### src/rtl/elevator_request_queue_if.sv
// Button, serve and queue-status bundle between the hall/cabin panel, the
// elevator controller and the request queue.
interface elevator_request_queue_if;
  logic [5:0] outside_up;
  logic [5:0] outside_down;
  logic [5:0] inside_floor;
  logic       serve_valid;
  logic [2:0] serve_floor;
  logic [1:0] serve_dir;
  logic [5:0] queue_up;
  logic [5:0] queue_down;
  logic [5:0] queue_inside;
  logic [4:0] req_count;
  logic       any_request;
  logic       queue_changed;

  modport master (
    output outside_up, outside_down, inside_floor,
    output serve_valid, serve_floor, serve_dir,
    input  queue_up, queue_down, queue_inside,
    input  req_count, any_request, queue_changed
  );

  modport slave (
    input  outside_up, outside_down, inside_floor,
    input  serve_valid, serve_floor, serve_dir,
    output queue_up, queue_down, queue_inside,
    output req_count, any_request, queue_changed
  );
endinterface

### src/rtl/elevator_request_queue.sv
// Elevator request queue: synchronizes and debounces 18 raw buttons, latches
// accepted presses into up/down/cabin queues and clears them on serve strobes.
module elevator_request_queue #(
  parameter int DEBOUNCE_CYCLES = 4
) (
  input logic                     clk,
  input logic                     rst_n,
  elevator_request_queue_if.slave bus
);
  localparam int            NB         = 18;
  localparam logic [3:0]    DB_MAX     = 4'(DEBOUNCE_CYCLES);
  // Bit order {inside, down, up}; hall up at the top floor and hall down at
  // the ground floor are physically meaningless and never reach the queues.
  localparam logic [NB-1:0] VALID_MASK = {6'b111111, 6'b111110, 6'b011111};

  logic [NB-1:0] raw;
  logic [NB-1:0] sync_p0;
  logic [NB-1:0] sync_p1;
  logic [3:0]    stable_cnt [NB];
  logic [NB-1:0] fired;
  logic [NB-1:0] matured;
  logic [NB-1:0] accept;

  logic [5:0] q_up;
  logic [5:0] q_down;
  logic [5:0] q_inside;
  logic [5:0] up_next;
  logic [5:0] down_next;
  logic [5:0] inside_next;
  logic [5:0] clr_up;
  logic [5:0] clr_down;
  logic [5:0] clr_inside;
  logic [4:0] count;
  logic       any;
  logic       changed;

  function automatic logic [4:0] popcount18(input logic [NB-1:0] v);
    logic [4:0] s;
    s = '0;
    for (int i = 0; i < NB; i++) begin
      s = s + 5'(v[i]);
    end
    return s;
  endfunction

  assign raw = {bus.inside_floor, bus.outside_down, bus.outside_up};

  // A button matures once its counter has sat at the threshold; fired keeps it
  // from re-accepting until a synchronized low sample is seen.
  always_comb begin
    matured = '0;
    for (int i = 0; i < NB; i++) begin
      matured[i] = (stable_cnt[i] == DB_MAX) && !fired[i];
    end
    accept = matured & VALID_MASK;
  end

  always_comb begin
    clr_up     = '0;
    clr_down   = '0;
    clr_inside = '0;
    if (bus.serve_valid && (bus.serve_floor < 3'd6)) begin
      clr_inside = 6'b000001 << bus.serve_floor;
      if (bus.serve_dir[0]) clr_up   = 6'b000001 << bus.serve_floor;
      if (bus.serve_dir[1]) clr_down = 6'b000001 << bus.serve_floor;
    end
  end

  // Clear wins over a same-edge press on the same bit.
  assign up_next     = (q_up     | accept[5:0])   & ~clr_up;
  assign down_next   = (q_down   | accept[11:6])  & ~clr_down;
  assign inside_next = (q_inside | accept[17:12]) & ~clr_inside;

  always_ff @(posedge clk) begin
    if (!rst_n) begin
      sync_p0  <= '0;
      sync_p1  <= '0;
      fired    <= '0;
      for (int i = 0; i < NB; i++) begin
        stable_cnt[i] <= '0;
      end
      q_up     <= '0;
      q_down   <= '0;
      q_inside <= '0;
      count    <= '0;
      any      <= 1'b0;
      changed  <= 1'b0;
    end else begin
      // stage p0 -> p1: two-flop synchronizer
      sync_p0 <= raw;
      sync_p1 <= sync_p0;
      // debounce on the synchronized level
      for (int i = 0; i < NB; i++) begin
        if (sync_p1[i]) begin
          if (stable_cnt[i] != DB_MAX) stable_cnt[i] <= stable_cnt[i] + 4'd1;
        end else begin
          stable_cnt[i] <= '0;
        end
      end
      fired    <= sync_p1 & (fired | matured);
      // queue update and status derived from the same next state
      q_up     <= up_next;
      q_down   <= down_next;
      q_inside <= inside_next;
      count    <= popcount18({inside_next, down_next, up_next});
      any      <= |{inside_next, down_next, up_next};
      changed  <= {inside_next, down_next, up_next} != {q_inside, q_down, q_up};
    end
  end

  assign bus.queue_up      = q_up;
  assign bus.queue_down    = q_down;
  assign bus.queue_inside  = q_inside;
  assign bus.req_count     = count;
  assign bus.any_request   = any;
  assign bus.queue_changed = changed;
endmodule

### src/flat_wrapper.sv
// flat-port wrapper written by rule: the top's interface ports become plain ports
module elevator_request_queue_flat 
#(
  parameter int DEBOUNCE_CYCLES = 4
)
  (clk, rst_n, bus_outside_up, bus_outside_down, bus_inside_floor, bus_serve_valid, bus_serve_floor, bus_serve_dir, bus_queue_up, bus_queue_down, bus_queue_inside, bus_req_count, bus_any_request, bus_queue_changed);
  elevator_request_queue_if bus_i ();
  input logic clk;
  input logic rst_n;
  input wire logic [$bits(bus_i.outside_up)-1:0] bus_outside_up;
  input wire logic [$bits(bus_i.outside_down)-1:0] bus_outside_down;
  input wire logic [$bits(bus_i.inside_floor)-1:0] bus_inside_floor;
  input wire logic [$bits(bus_i.serve_valid)-1:0] bus_serve_valid;
  input wire logic [$bits(bus_i.serve_floor)-1:0] bus_serve_floor;
  input wire logic [$bits(bus_i.serve_dir)-1:0] bus_serve_dir;
  output wire logic [$bits(bus_i.queue_up)-1:0] bus_queue_up;
  output wire logic [$bits(bus_i.queue_down)-1:0] bus_queue_down;
  output wire logic [$bits(bus_i.queue_inside)-1:0] bus_queue_inside;
  output wire logic [$bits(bus_i.req_count)-1:0] bus_req_count;
  output wire logic [$bits(bus_i.any_request)-1:0] bus_any_request;
  output wire logic [$bits(bus_i.queue_changed)-1:0] bus_queue_changed;
  assign bus_i.outside_up = bus_outside_up;
  assign bus_i.outside_down = bus_outside_down;
  assign bus_i.inside_floor = bus_inside_floor;
  assign bus_i.serve_valid = bus_serve_valid;
  assign bus_i.serve_floor = bus_serve_floor;
  assign bus_i.serve_dir = bus_serve_dir;
  assign bus_queue_up = bus_i.queue_up;
  assign bus_queue_down = bus_i.queue_down;
  assign bus_queue_inside = bus_i.queue_inside;
  assign bus_req_count = bus_i.req_count;
  assign bus_any_request = bus_i.any_request;
  assign bus_queue_changed = bus_i.queue_changed;
  elevator_request_queue #(.DEBOUNCE_CYCLES(DEBOUNCE_CYCLES)) u_core (.clk(clk), .rst_n(rst_n), .bus(bus_i));
endmodule
### config.mk
export PLATFORM = sky130hd
export DESIGN_NAME = elevator_request_queue_flat
export DESIGN_NICKNAME = d
export VERILOG_FILES = /design/src/rtl/elevator_request_queue_if.sv /design/src/rtl/elevator_request_queue.sv /design/src/flat_wrapper.sv
export SDC_FILE = /design/constraint.sdc
export NUM_CORES = 1
export LEC_CHECK = 0
export CORE_MARGIN = 2
export CORE_UTILIZATION = 40
export CTS_BUF_LIST = sky130_fd_sc_hd__clkbuf_16
export DETAILED_ROUTE_END_ITERATION = 10
export GPL_ROUTABILITY_DRIVEN = 0
export HOLD_SLACK_MARGIN = 0.08
export PLACE_DENSITY_LB_ADDON = 0.2
export SYNTH_ARGS = -nofsm -noshare
export SYNTH_HDL_FRONTEND = slang
export SYNTH_SLANG_ARGS = --single-unit
### constraint.sdc
create_clock -name clk -period 5.8 [get_ports clk]
set_input_delay 1.16 -clock clk [delete_from_list [all_inputs] [get_ports clk]]
set_output_delay 1.16 -clock clk [all_outputs]
set_load 0.05 [all_outputs]
* Word-level counts from Yosys, hierarchy flattened
Memories as Yosys holds them, arrays and structs flattened.
Cells that the tools add are included.
** Storage, ports and cells
- Word-level logic and storage cells :: 337
- Bits in registers :: 79
- Memory bits (writable) :: 72
- Memories :: 1
- Input bits :: 26
** Operators by class
- Bitwise logic cells :: 47
- Shift-type cells :: 1
- Add/sub/neg operators :: 35
- Muxes and demuxes :: 168
- Order comparisons :: 1
- Eq/ne operators :: 37
- Reductions and logical operators :: 38
** Memory list
- u_core.stable_cnt :: depth 18, bits a word 4, read ports 18, clocked after memory_dff 0, write ports 18, RTL line elevator_request_queue.sv:19 : logic [3:0] stable_cnt [NB];
** Operators by type and width (number)
- $mux 4 :: 36
- $mux 1 :: 127
- $add 5x1->5 :: 16
- $add 4x1->4 const B :: 18
- $eq 4x3->1 const B :: 18
- $ne 4x3->1 const B :: 18
- $or 1x1->1 :: 36
- $mux 6 :: 5
- $logic_and 1x1->1 :: 19
- $and 18x18->18 :: 1
- $and 6x6->6 :: 3
- $logic_not 1->1 :: 18
- $ne 18x18->1 :: 1
- $not 6->6 :: 3
- $or 18x18->18 :: 1
- $reduce_or 18->1 :: 1
- $or 6x6->6 :: 2
- $or 6x5->6 :: 1
- $shl 1x3->6 const A :: 1
- $lt 3x3->1 const B :: 1
- $add 1x1->2 :: 1

* Longest topological paths before layout
Gate-level depths: netlist (run 1).
- Depth after elaboration :: 22
- Depth in mapped cells :: 20
- Depth with buffers taken out :: 20

* Worst setup path before layout (run 1)
OpenSTA, ideal clock, no wires.
- Path kind :: input-to-reg
- Start point :: input bus_serve_floor[0]
- End point :: register u_core.count[2] (netlist: u_core.bus.req_count[2])
- Stages on the path :: 14
- Data arrival time :: 5.205 ns
- Buffers on the path :: 2
- Setup slack :: 0.517 ns
- Setup time :: 0.078 ns
- Cells stage by stage :: buf_6 or2_1 clkbuf_1 o22ai_1 ha_1 inv_1 fa_1 fa_1 fa_1 fa_1 fa_1 fa_1 nor2b_1 nor3_1
** On the way
- Word-level cells in the longest chain between the ends :: 22
- Elaborated cells on any way between the ends :: 31
- Classes of those cells :: add/sub (17); order compare (1); shift (1); mux (5); bitwise (6); reduce/logical (1)
** RTL lines
- from (decl) :: RTL line flat_wrapper.sv:14 : input wire logic [$bits(bus_i.serve_floor)-1:0] bus_serve_floor;
- $lt 3x3->1 or $shl 1x3->6 (tied branches)
- $logic_and 1x1->1 or $mux 6 (tied branches) :: RTL line elevator_request_queue.sv:62, elevator_request_queue.sv:64
- $mux 6 :: RTL line elevator_request_queue.sv:62 : if (bus.serve_valid && (bus.serve_floor < 3'd6)) begin
- $not 6->6 :: RTL line elevator_request_queue.sv:70 : assign up_next = (q_up | accept[5:0]) & ~clr_up;
- $and 6x6->6 :: RTL line elevator_request_queue.sv:70
- $add 1x1->2 :: RTL line elevator_request_queue.sv:41 : s = s + 5'(v[i]);
- $add 5x1->5 (15 in a row) :: RTL line elevator_request_queue.sv:41
- $add 5x1->5 (*) :: RTL line elevator_request_queue.sv:41
- to (signal assigned) :: RTL line elevator_request_queue.sv:105 : count <= popcount18({inside_next, down_next, up_next});
- to (decl) :: RTL line elevator_request_queue.sv:33 : logic [4:0] count;
Mark *: on every way between the ends. The rest lies on a longest branch, timed or not.
A chain may end at the register's enable or synchronous reset.

* Final worst setup path (run 1)
- Start point :: input bus_serve_floor[2]
- End point :: register u_core.count[2] (netlist: u_core.bus.req_count[2])
Same word-level chain as after synthesis.

==> flow_metrics.tcl, run 1 <==
set metrics [dict create \
    hp-class "reg -> reg" \
    grt_usage_pct 16.75 \
    cts_tree "yes" \
    syn_area_um2 6688 \
    post_cts_resized 0 \
    fin_area_um2 8147 \
    netlist_top_cells_count "120 x nor2_1, 73 x dfxtp_1, 64 x edfxtp_1, 64 x inv_1, 51 x nand3_1" \
    min_path_cells 1 \
    maxCapViolCount 0 \
    end_kind "flop" \
    p_comb_share_pct 3.6 \
    yosysMostFrequentCell "nor2_1" \
    rows 47 \
    dieArea_um2 17770 \
    die_h_um 133.3 \
    vias 4788 \
    post-route-period-util_pct 92.84 \
    ios 51 \
    period_minus_slack_ns 5.385 \
    netlist_top_cells_area "edfxtp_1 29%, dfxtp_1 22%, ha_1 7.1%" \
    first_global_vias 4695 \
    nets 802 \
    fin_setup_tns_ns 0 \
    syn_area_per_cell_um2 10.30 \
    fp.dieW_um 133.3 \
    via_per_inst 4.993 \
    p_sw_w 0.0004472 \
    dp.final_hpwl_um 10570 \
    clock_latency_ns 0.42 \
    antenna_found_initial 0 \
    vdd_drop_max_mv 0.1995 \
    syn_nets 725 \
    dp_cells 927 \
    p_leak_nw 3.513 \
    nFillCells 1510 \
    syn_inst 649 \
    synthFlopType "dfxtp_1" \
    first_iter_violations 305 \
    worstPathMaxFanout 5 \
    grt_max_degree 47 \
    reg2reg_depth 16 \
    max_slew_margin_pct 46.82 \
    fin_cells 959 \
    rsz0062_at_grt "no" \
    worstPathCellList "clkdlybuf4s50_1 > or2_1 > o22ai_1 > ha_1 > inv_1 > fa_1 > fa_1 > fa_1 > fa_1 > fa_1 > fa_1 > nor2b_1 > nor3_1" \
    synth_edf_count 64 \
    initial_utilization_pct 40.62 \
    synthToLayoutAreaGrowth_pct 21.81 \
    fmax_mhz 185.7 \
    status "finished, final reports clean" \
    clk_path_buf_depth 2 \
    placed_cell_area_um2 7560 \
    multi_input_area_um2 2960 \
    cts-root-buf "clkbuf_16" \
    cts_setup_buffers 0 \
    cp_slowest_cell "fa_1" \
    crit_buf_inv 2 \
    powerDensity_nw_per_um2 266.8 \
    setup_ws_ns 0.4153 \
    wl_per_cell_um 14.64 \
    cts_sinks 137 \
    seq_area_frac_synth_pct 50.59 \
    swShare_pct 20.58 \
    finalSetupViolCount 0 \
    synth_top_area_cell "edfxtp_1" \
    drt_first_pass_iters 4 \
    gr-total-overflow 0 \
    seq_area_um2 3383 \
    cts.clk_slew.worst_paths_ns 0.06 \
    ys_warn_count 0 \
    required_ns 6.14 \
    worst_pin_slew_ns 0.7969 \
    max_stage_delay_ns 0.53 \
    slew_violations 0 \
    diodes 0 \
    skew_ns 0.007679 \
    drc_errors 0 \
    intPower_w 0.001726 \
    crit_type "in -> reg" \
    cp.arrival_ns 5.72 \
    path_depth 13 \
    core_area_um2 16470 \
    critical_path.top_delay_family "adder cells" \
    synth.top_cell.area_share_pct 28.74 \
    ys_ff_latch 137 \
    yosysUniqueCellTypes 61 \
    drive_above_1_share_pct 8.660 \
    ant_nets 0 \
    htree_num_levels 4 \
    hold_viol 0 \
    pre_cts_ws_ns 0.03128 \
    grt_pass1_wl_um 23110 \
    power_frac_clock_pct 49.2 \
    port-buffer-count 48 \
    cts_buffers 17 \
    ys_async_sr_fraction_pct 0 \
    cpMostUsedCell "fa_1" \
    holdBufCountCts 0 \
    finalPower_w 0.002173 \
    routed_wl_um 14040 \
    critPathLaunchType "input port" \
    p_seq_share_pct 47.2 \
]
## power groups by stage
stage	combinational, W	clock (W)	sequential [W]
after floorplan	0.0000431	0	0.00104
after global placement	0.0000756	0	0.00105
after detailed placement	0.0000773	0	0.00105
after CTS	0.0000779	0.00110	0.00103
after global routing	0.0000859	0.00114	0.00103
final	0.0000772	0.00107	0.00103
## stage by stage
step / utilization [%] / hold WS, ns
floorplan: - / 0.4119
global placement: 45.91 / 0.4153
detailed placement: 45.91 / 0.4216
CTS: 49.48 / 0.4351
global route: 49.48 / 0.4371
finish: 49.48 / 0.4319
## state kept, by name, indices dropped and copies added, names as in the netlist, 5 cells and up
name,count
u_core.bus.req_count,5
u_core.bus.queue_inside,6
u_core.bus.queue_up,6
u_core.sync_p0,16
u_core.bus.queue_down,6
u_core.fired,16
u_core.stable_cnt,64
u_core.sync_p1,16
## layout by cell type, fill, tap and decap left out, drive strengths merged, types with 4 or more instances in the layout
cell,instances
dfxtp,73
fa,12
nand4,4
mux2i,4
o21ai,6
and3b,6
o211a,16
nor2b,4
xnor2,16
nand3b,17
nand2b,5
inv,70
clkdlybuf4s50,47
buf,31
nand2,18
o22ai,14
nand3,51
and2,33
clkinv,5
nor2,120
edfxtp,64
ha,38
clkbuf,19
a21oi,4
xor2,17
## cell type report
| type | instances | area share (%) |
|---|---|---|
| clock buffer | 19 | 5.836 |
| clock inverter | 13 | 1.367 |
| inverter | 64 | 2.949 |
| multi-input combinational | 428 | 36.34 |
| sequential | 137 | 41.53 |
| tap | 220 | 3.379 |
| timing repair buffer | 78 | 8.601 |
## worst register-to-register path: stages, from the launching register on
cell      delay (ns)
edfxtp_1        0.43
inv_1           0.08
ha_1            0.13
nand2_1         0.06
or2_2           0.32
nor2_1          0.10
o22ai_1         0.11
ha_1            0.29
inv_1           0.05
fa_1            0.50
fa_1            0.53
fa_1            0.52
fa_1            0.52
fa_1            0.48
fa_1            0.41
nor2b_1         0.15
nor3_1          0.16
## logic make-up (layout without fill, tap and decap cells)
| family | count (synthesis) | in the layout | synth area share, % |
|---|---|---|---|
| AO/OA/AOI/OAI | 65 | 65 | 7.839 |
| XOR/XNOR | 33 | 33 | 4.322 |
| adder cells (fa/ha/maj) | 50 | 50 | 10.70 |
| buffers and inverters | 84 | 174 | 5.145 |
| flip-flops | 137 | 137 | 50.59 |
| multiplexers | 4 | 4 | 0.5987 |
| AND/OR/NAND/NOR | 276 | 276 | 20.80 |
## metal layers
| metal | wire length (um) | share of wire, % | vias to the layer above | track usage (%) |
|---|---|---|---|---|
| met2 | 6592 | 47 | 109 | 26.60 |
| met5 | 0 | 0 | - | 0 |
| met3 | 680 | 4.8 | 23 | 5.213 |
| met1 | 6516 | 46 | 2283 | 21.73 |
| li1 | - | - | 2373 | - |
| met4 | 255 | 1.8 | 0 | 5.851 |
## path summary, 6_finish.rpt
path / from / end / slack (ns)
max: bus_serve_floor[2] / u_core.bus.req_count[2]$_SDFF_PN0_ / 0.42
min: u_core.sync_p0[16]$_SDFF_PN0_ / u_core.sync_p1[16]$_SDFF_PN0_ / 0.43
max reg2reg: u_core.stable_cnt[0][4]$_SDFFCE_PP0P_ / u_core.bus.req_count[2]$_SDFF_PN0_ / 0.88
min reg2reg: u_core.sync_p0[16]$_SDFF_PN0_ / u_core.sync_p1[16]$_SDFF_PN0_ / 0.43
(Power assumes the default switching activity.)
==> run 2: changes to the inputs <==
CORE_ASPECT_RATIO = 0.7   (was unset)
==> run 2 against run 1 <==
  * Clock power about the same
  * Global-route usage increased by 0.49 points
  * Total power increased by 1.2%
  * Clock skew about the same
  * Register-to-register slack got worse by 0.05 ns
  * Critical path depth decreased by 1
  * Final area increased by 0.20%
  * Sequential power about the same
  * Die area about the same
  * Combinational power decreased by 2%
  * Sequential share of layout area decreased by 0.083 points
  * Critical path type unchanged
  * Largest power group unchanged
  * Highest routed layer unchanged
==> flow_metrics.tcl, run 2 (same netlist as run 1, synthesis figures left out) <==
set metrics [dict create \
    status "finished, final reports clean" \
    swShare_pct 20.51 \
    required_ns 6.15 \
    nFillCells 1467 \
    r2r-end "u_core.bus.req_count[4]$_SDFF_PN0_" \
    first_global_vias 4767 \
    intPower_w 0.001749 \
    top_register "u_core.stable_cnt" \
    p_comb_share_pct 3.4 \
    final_common_cell "nor2_1" \
    htree_num_levels 4 \
    grt_usage_pct 17.24 \
    holdBufCountCts 0 \
    crit_type "in -> reg" \
    hp-class "reg -> reg" \
    via_per_inst 5.019 \
    cp_slowest_cell "fa_1" \
    port-buffer-count 48 \
    routed_wl_um 14170 \
    dp.final_hpwl_um 10650 \
    diodes 0 \
    min_path_cells 1 \
    skew_ns 0.008113 \
    clock_latency_ns 0.41 \
    post_cts_resized 0 \
    core_area_um2 16350 \
    r2r-start "u_core.stable_cnt[0][4]$_SDFFCE_PP0P_" \
    fmax_mhz 183.1 \
    worstPathMaxFanout 8 \
    rsz0062_at_grt "no" \
    finalSetupViolCount 0 \
    wl_met1_um 7227 \
    met2_length_um 6200 \
    hold_viol 0 \
    p_seq_share_pct 46.6 \
    slew_violations 0 \
    worst_pin_slew_ns 0.8506 \
    critPathLaunchType "input port" \
    drt_first_pass_iters 5 \
    crit_end "u_core.bus.req_count[4]$_SDFF_PN0_" \
    cts_setup_buffers 0 \
    vdd_drop_max_mv 0.1487 \
    wl_met3_um 596 \
    maxCapViolCount 0 \
    cts_tree "yes" \
    critical_path.top_delay_family "adder cells" \
    setup_ws_ns 0.3384 \
    grt_pass1_wl_um 23600 \
    end_kind "flop" \
    top_layer "met4" \
    largest_register_ffs 64 \
    fin_setup_tns_ns 0 \
    clk_path_buf_depth 2 \
    max_stage_delay_ns 0.52 \
    power_frac_clock_pct 49.9 \
    initial_utilization_pct 40.91 \
    synthToLayoutAreaGrowth_pct 22.06 \
    cts.clk_slew.worst_paths_ns 0.06 \
    reg2reg_depth 16 \
    grt_max_degree 83 \
    cts-root-buf "clkbuf_16" \
    powerDensity_nw_per_um2 269.5 \
    die_h_um 112.2 \
    path_depth 12 \
    ios 51 \
    final_cell_mix "120 x nor2_1, 73 x dfxtp_1, 66 x inv_1" \
    max_slew_margin_pct 43.23 \
    fp.dieW_um 158.5 \
    drc_errors 0 \
    vias 4833 \
    drive_above_1_share_pct 8.672 \
    reg2reg_slack_ns 0.83 \
    period_minus_slack_ns 5.462 \
    gr-total-overflow 0 \
    cts_sinks 137 \
    nets 801 \
    crit_buf_inv 2 \
    antenna_found_initial 0 \
    cp.arrival_ns 5.82 \
    ant_nets 0 \
    worstPathCellList "clkdlybuf4s50_1 > buf_4 > or3b_4 > o22ai_2 > fa_1 > fa_1 > fa_1 > fa_1 > fa_1 > fa_1 > nor2b_1 > o211a_1" \
    pre_cts_ws_ns -0.09047 \
    cpMostUsedCell "fa_1" \
    crit_start "bus_serve_floor[2]" \
    dieArea_um2 17790 \
    whs_ns 0.4318 \
    cts_buffers 17 \
    p_leak_nw 3.497 \
    first_iter_violations 276 \
    p_sw_w 0.0004513 \
    finalPower_w 0.002200 \
    post-route-period-util_pct 94.16 \
    wl_per_cell_um 14.71 \
    rows 39 \
]
[run 2: per-stage QoR]
step,util [%],cells,instance area (um2)
2_1_floorplan,-,649,6688
6_report,49.93,963,8163
5_1_grt,49.93,963,8163
4_1_cts,49.93,963,8163
3_5_place_dp,46.24,931,7559
3_3_place_gp,46.24,931,7559
[run 2: worst min path at each step]
stage / start / end / slack, ns
5_1_grt: u_core.sync_p0[4]$_SDFF_PN0_ / u_core.sync_p1[4]$_SDFF_PN0_ / 0.45
3_5_place_dp: u_core.sync_p0[0]$_SDFF_PN0_ / u_core.sync_p1[0]$_SDFF_PN0_ / 0.42
3_3_place_gp: u_core.sync_p0[11]$_SDFF_PN0_ / u_core.sync_p1[11]$_SDFF_PN0_ / 0.42
6_report: u_core.sync_p0[0]$_SDFF_PN0_ / u_core.sync_p1[0]$_SDFF_PN0_ / 0.43
2_1_floorplan: u_core.sync_p0[0]$_SDFF_PN0_ / u_core.sync_p1[0]$_SDFF_PN0_ / 0.41
4_1_cts: u_core.sync_p0[0]$_SDFF_PN0_ / u_core.sync_p1[0]$_SDFF_PN0_ / 0.43
[run 2: power groups by stage]
| stage | Combinational [W] | Sequential [W] | Clock, W |
|---|---|---|---|
| after floorplan | 0.0000431 | 0.00104 | 0 |
| after global placement | 0.0000736 | 0.00105 | 0 |
| after detailed placement | 0.0000754 | 0.00105 | 0 |
| after CTS | 0.0000760 | 0.00103 | 0.00112 |
| after global routing | 0.0000839 | 0.00103 | 0.00117 |
| final | 0.0000756 | 0.00103 | 0.00110 |
[run 2: final cells by class]
| type | instances | area, um2 | share of cell area [%] |
|---|---|---|---|
| clock buffers | 18 | 450.4 | 5.518 |
| inverters | 64 | 240.2 | 2.943 |
| repair buffers | 77 | 693.2 | 8.492 |
| well taps | 225 | 281.5 | 3.449 |
| clock inverters | 14 | 153.9 | 1.885 |
| flip-flops and latches | 137 | 3383 | 41.45 |
| multi-input cells | 428 | 2960 | 36.27 |
[run 2: routing by layer]
metal / vias to the layer above / track usage (%)
met5: - / 0
met4: 0 / 6.126
met3: 10 / 4.942
met2: 95 / 25.80
met1: 2343 / 23.87
li1: 2385 / -
==> run 3: changes to the inputs <==
MAX_ROUTING_LAYER = met4   (was unset)
==> run 3 against run 2 <==
  * Die area is the same
  * Sequential share of layout area is the same
  * Core utilization is the same
  * Register-to-register slack is essentially flat
  * Global-route usage grew 0.52 points
  * Clock power is essentially flat
  * Sequential power is essentially flat
==> flow_metrics.tcl, run 3 (same netlist as run 1, synthesis figures left out) <==
set metrics [dict create \
    status "finished, final reports clean" \
    required_ns 6.16 \
    whs_ns 0.4319 \
    final_cell_mix "120 x nor2_1, 73 x dfxtp_1, 66 x inv_1" \
    rsz0062_at_grt "no" \
    initial_utilization_pct 40.91 \
    clock_latency_ns 0.42 \
    port-buffer-count 48 \
    max_slew_margin_pct 41.90 \
    drive_above_1_share_pct 8.672 \
    hold_viol 0 \
    pre_cts_ws_ns -0.09047 \
    hp-class "reg -> reg" \
    dp.final_hpwl_um 10650 \
    fmax_mhz 182.8 \
    final_common_cell "nor2_1" \
    nets 801 \
    period_minus_slack_ns 5.471 \
    crit_type "in -> reg" \
    p_leak_nw 3.497 \
    finalPower_w 0.002198 \
    drt_first_pass_iters 5 \
    cts_buffers 17 \
    cts_setup_buffers 0 \
    largest_register_ffs 64 \
    fin_cells 963 \
    wl_per_cell_um 14.76 \
    critPathLaunchType "input port" \
    dp_cells 931 \
    cts.clk_slew.worst_paths_ns 0.06 \
    setup_ws_ns 0.3294 \
    cts-root-buf "clkbuf_16" \
    fin_setup_tns_ns 0 \
    clk_path_buf_depth 2 \
    gr-total-overflow 0 \
    routed_wl_um 14210 \
    skew_ns 0.02119 \
    cp.arrival_ns 5.83 \
    ant_nets 0 \
    die_h_um 112.2 \
    fp.dieW_um 158.5 \
    maxCapViolCount 0 \
    worstPathMaxFanout 8 \
    drc_errors 0 \
    slew_violations 0 \
    first_global_vias 4774 \
    vdd_drop_max_mv 0.1475 \
    holdBufCountCts 0 \
    top_register "u_core.stable_cnt" \
    cts_sinks 137 \
    powerDensity_nw_per_um2 269.3 \
    first_iter_violations 261 \
    finalSetupViolCount 0 \
    htree_num_levels 4 \
    rows 39 \
    worst_pin_slew_ns 0.8705 \
    antenna_found_initial 0 \
    cts_tree "yes" \
    vias 4799 \
    diodes 0 \
    core_area_um2 16350 \
    post-route-period-util_pct 94.32 \
    dieArea_um2 17790 \
    reg2reg_slack_ns 0.83 \
    ios 51 \
    post_cts_resized 0 \
    via_per_inst 4.983 \
    grt_max_degree 83 \
    grt_pass1_wl_um 23580 \
    synthToLayoutAreaGrowth_pct 22.06 \
    end_kind "flop" \
    grt_usage_pct 17.76 \
]
-- run 3: critical path: stages --
cell	delay, ns
clkdlybuf4s50_1	0.52
buf_4	0.21
or3b_4	0.44
o22ai_2	0.20
fa_1	0.50
fa_1	0.51
fa_1	0.51
fa_1	0.52
fa_1	0.49
fa_1	0.41
nor2b_1	0.19
o211a_1	0.17
-- run 3: layer usage --
| layer | wire, um | track usage, % | up-vias |
|---|---|---|---|
| met5 | 0 | - | - |
| met4 | 75 | 6.126 | 0 |
| met3 | 550 | 4.865 | 4 |
| met2 | 6307 | 25.80 | 84 |
| met1 | 7277 | 23.92 | 2328 |
| li1 | - | - | 2383 |
-- run 3: cell type report --
type	count	area (um2)
Fill cell	1467	8184
Clock buffer	18	450.4
Multi-Input combinational cell	428	2960
Inverter	64	240.2
Timing Repair Buffer	77	693.2
Tap cell	225	281.5
Sequential cell	137	3383
Clock inverter	14	153.9
-- run 3: worst paths after layout --
check                                         from                                  to  cells past startpoint
max                             bus_serve_floor[2]  u_core.bus.req_count[4]$_SDFF_PN0_                     12
min                   u_core.sync_p0[0]$_SDFF_PN0_        u_core.sync_p1[0]$_SDFF_PN0_                      1
max reg2reg  u_core.stable_cnt[0][4]$_SDFFCE_PP0P_  u_core.bus.req_count[4]$_SDFF_PN0_                     16
min reg2reg           u_core.sync_p0[0]$_SDFF_PN0_        u_core.sync_p1[0]$_SDFF_PN0_                      1
-- run 3: where the power goes --
group,internal [W],switching (W),total [W]
registers,0.00102,0.00000837,0.00103
clock network,0.000695,0.000401,0.00110
logic,0.0000353,0.0000404,0.0000757
total,0.00175,0.000450,0.00220
-- run 3: stage by stage --
stage / instance area, um2 / utilization (%)
after floorplan: 6688 / -
after global placement: 7559 / 46.24
after detailed placement: 7559 / 46.24
after CTS: 8163 / 49.93
after global routing: 8163 / 49.93
final: 8163 / 49.93
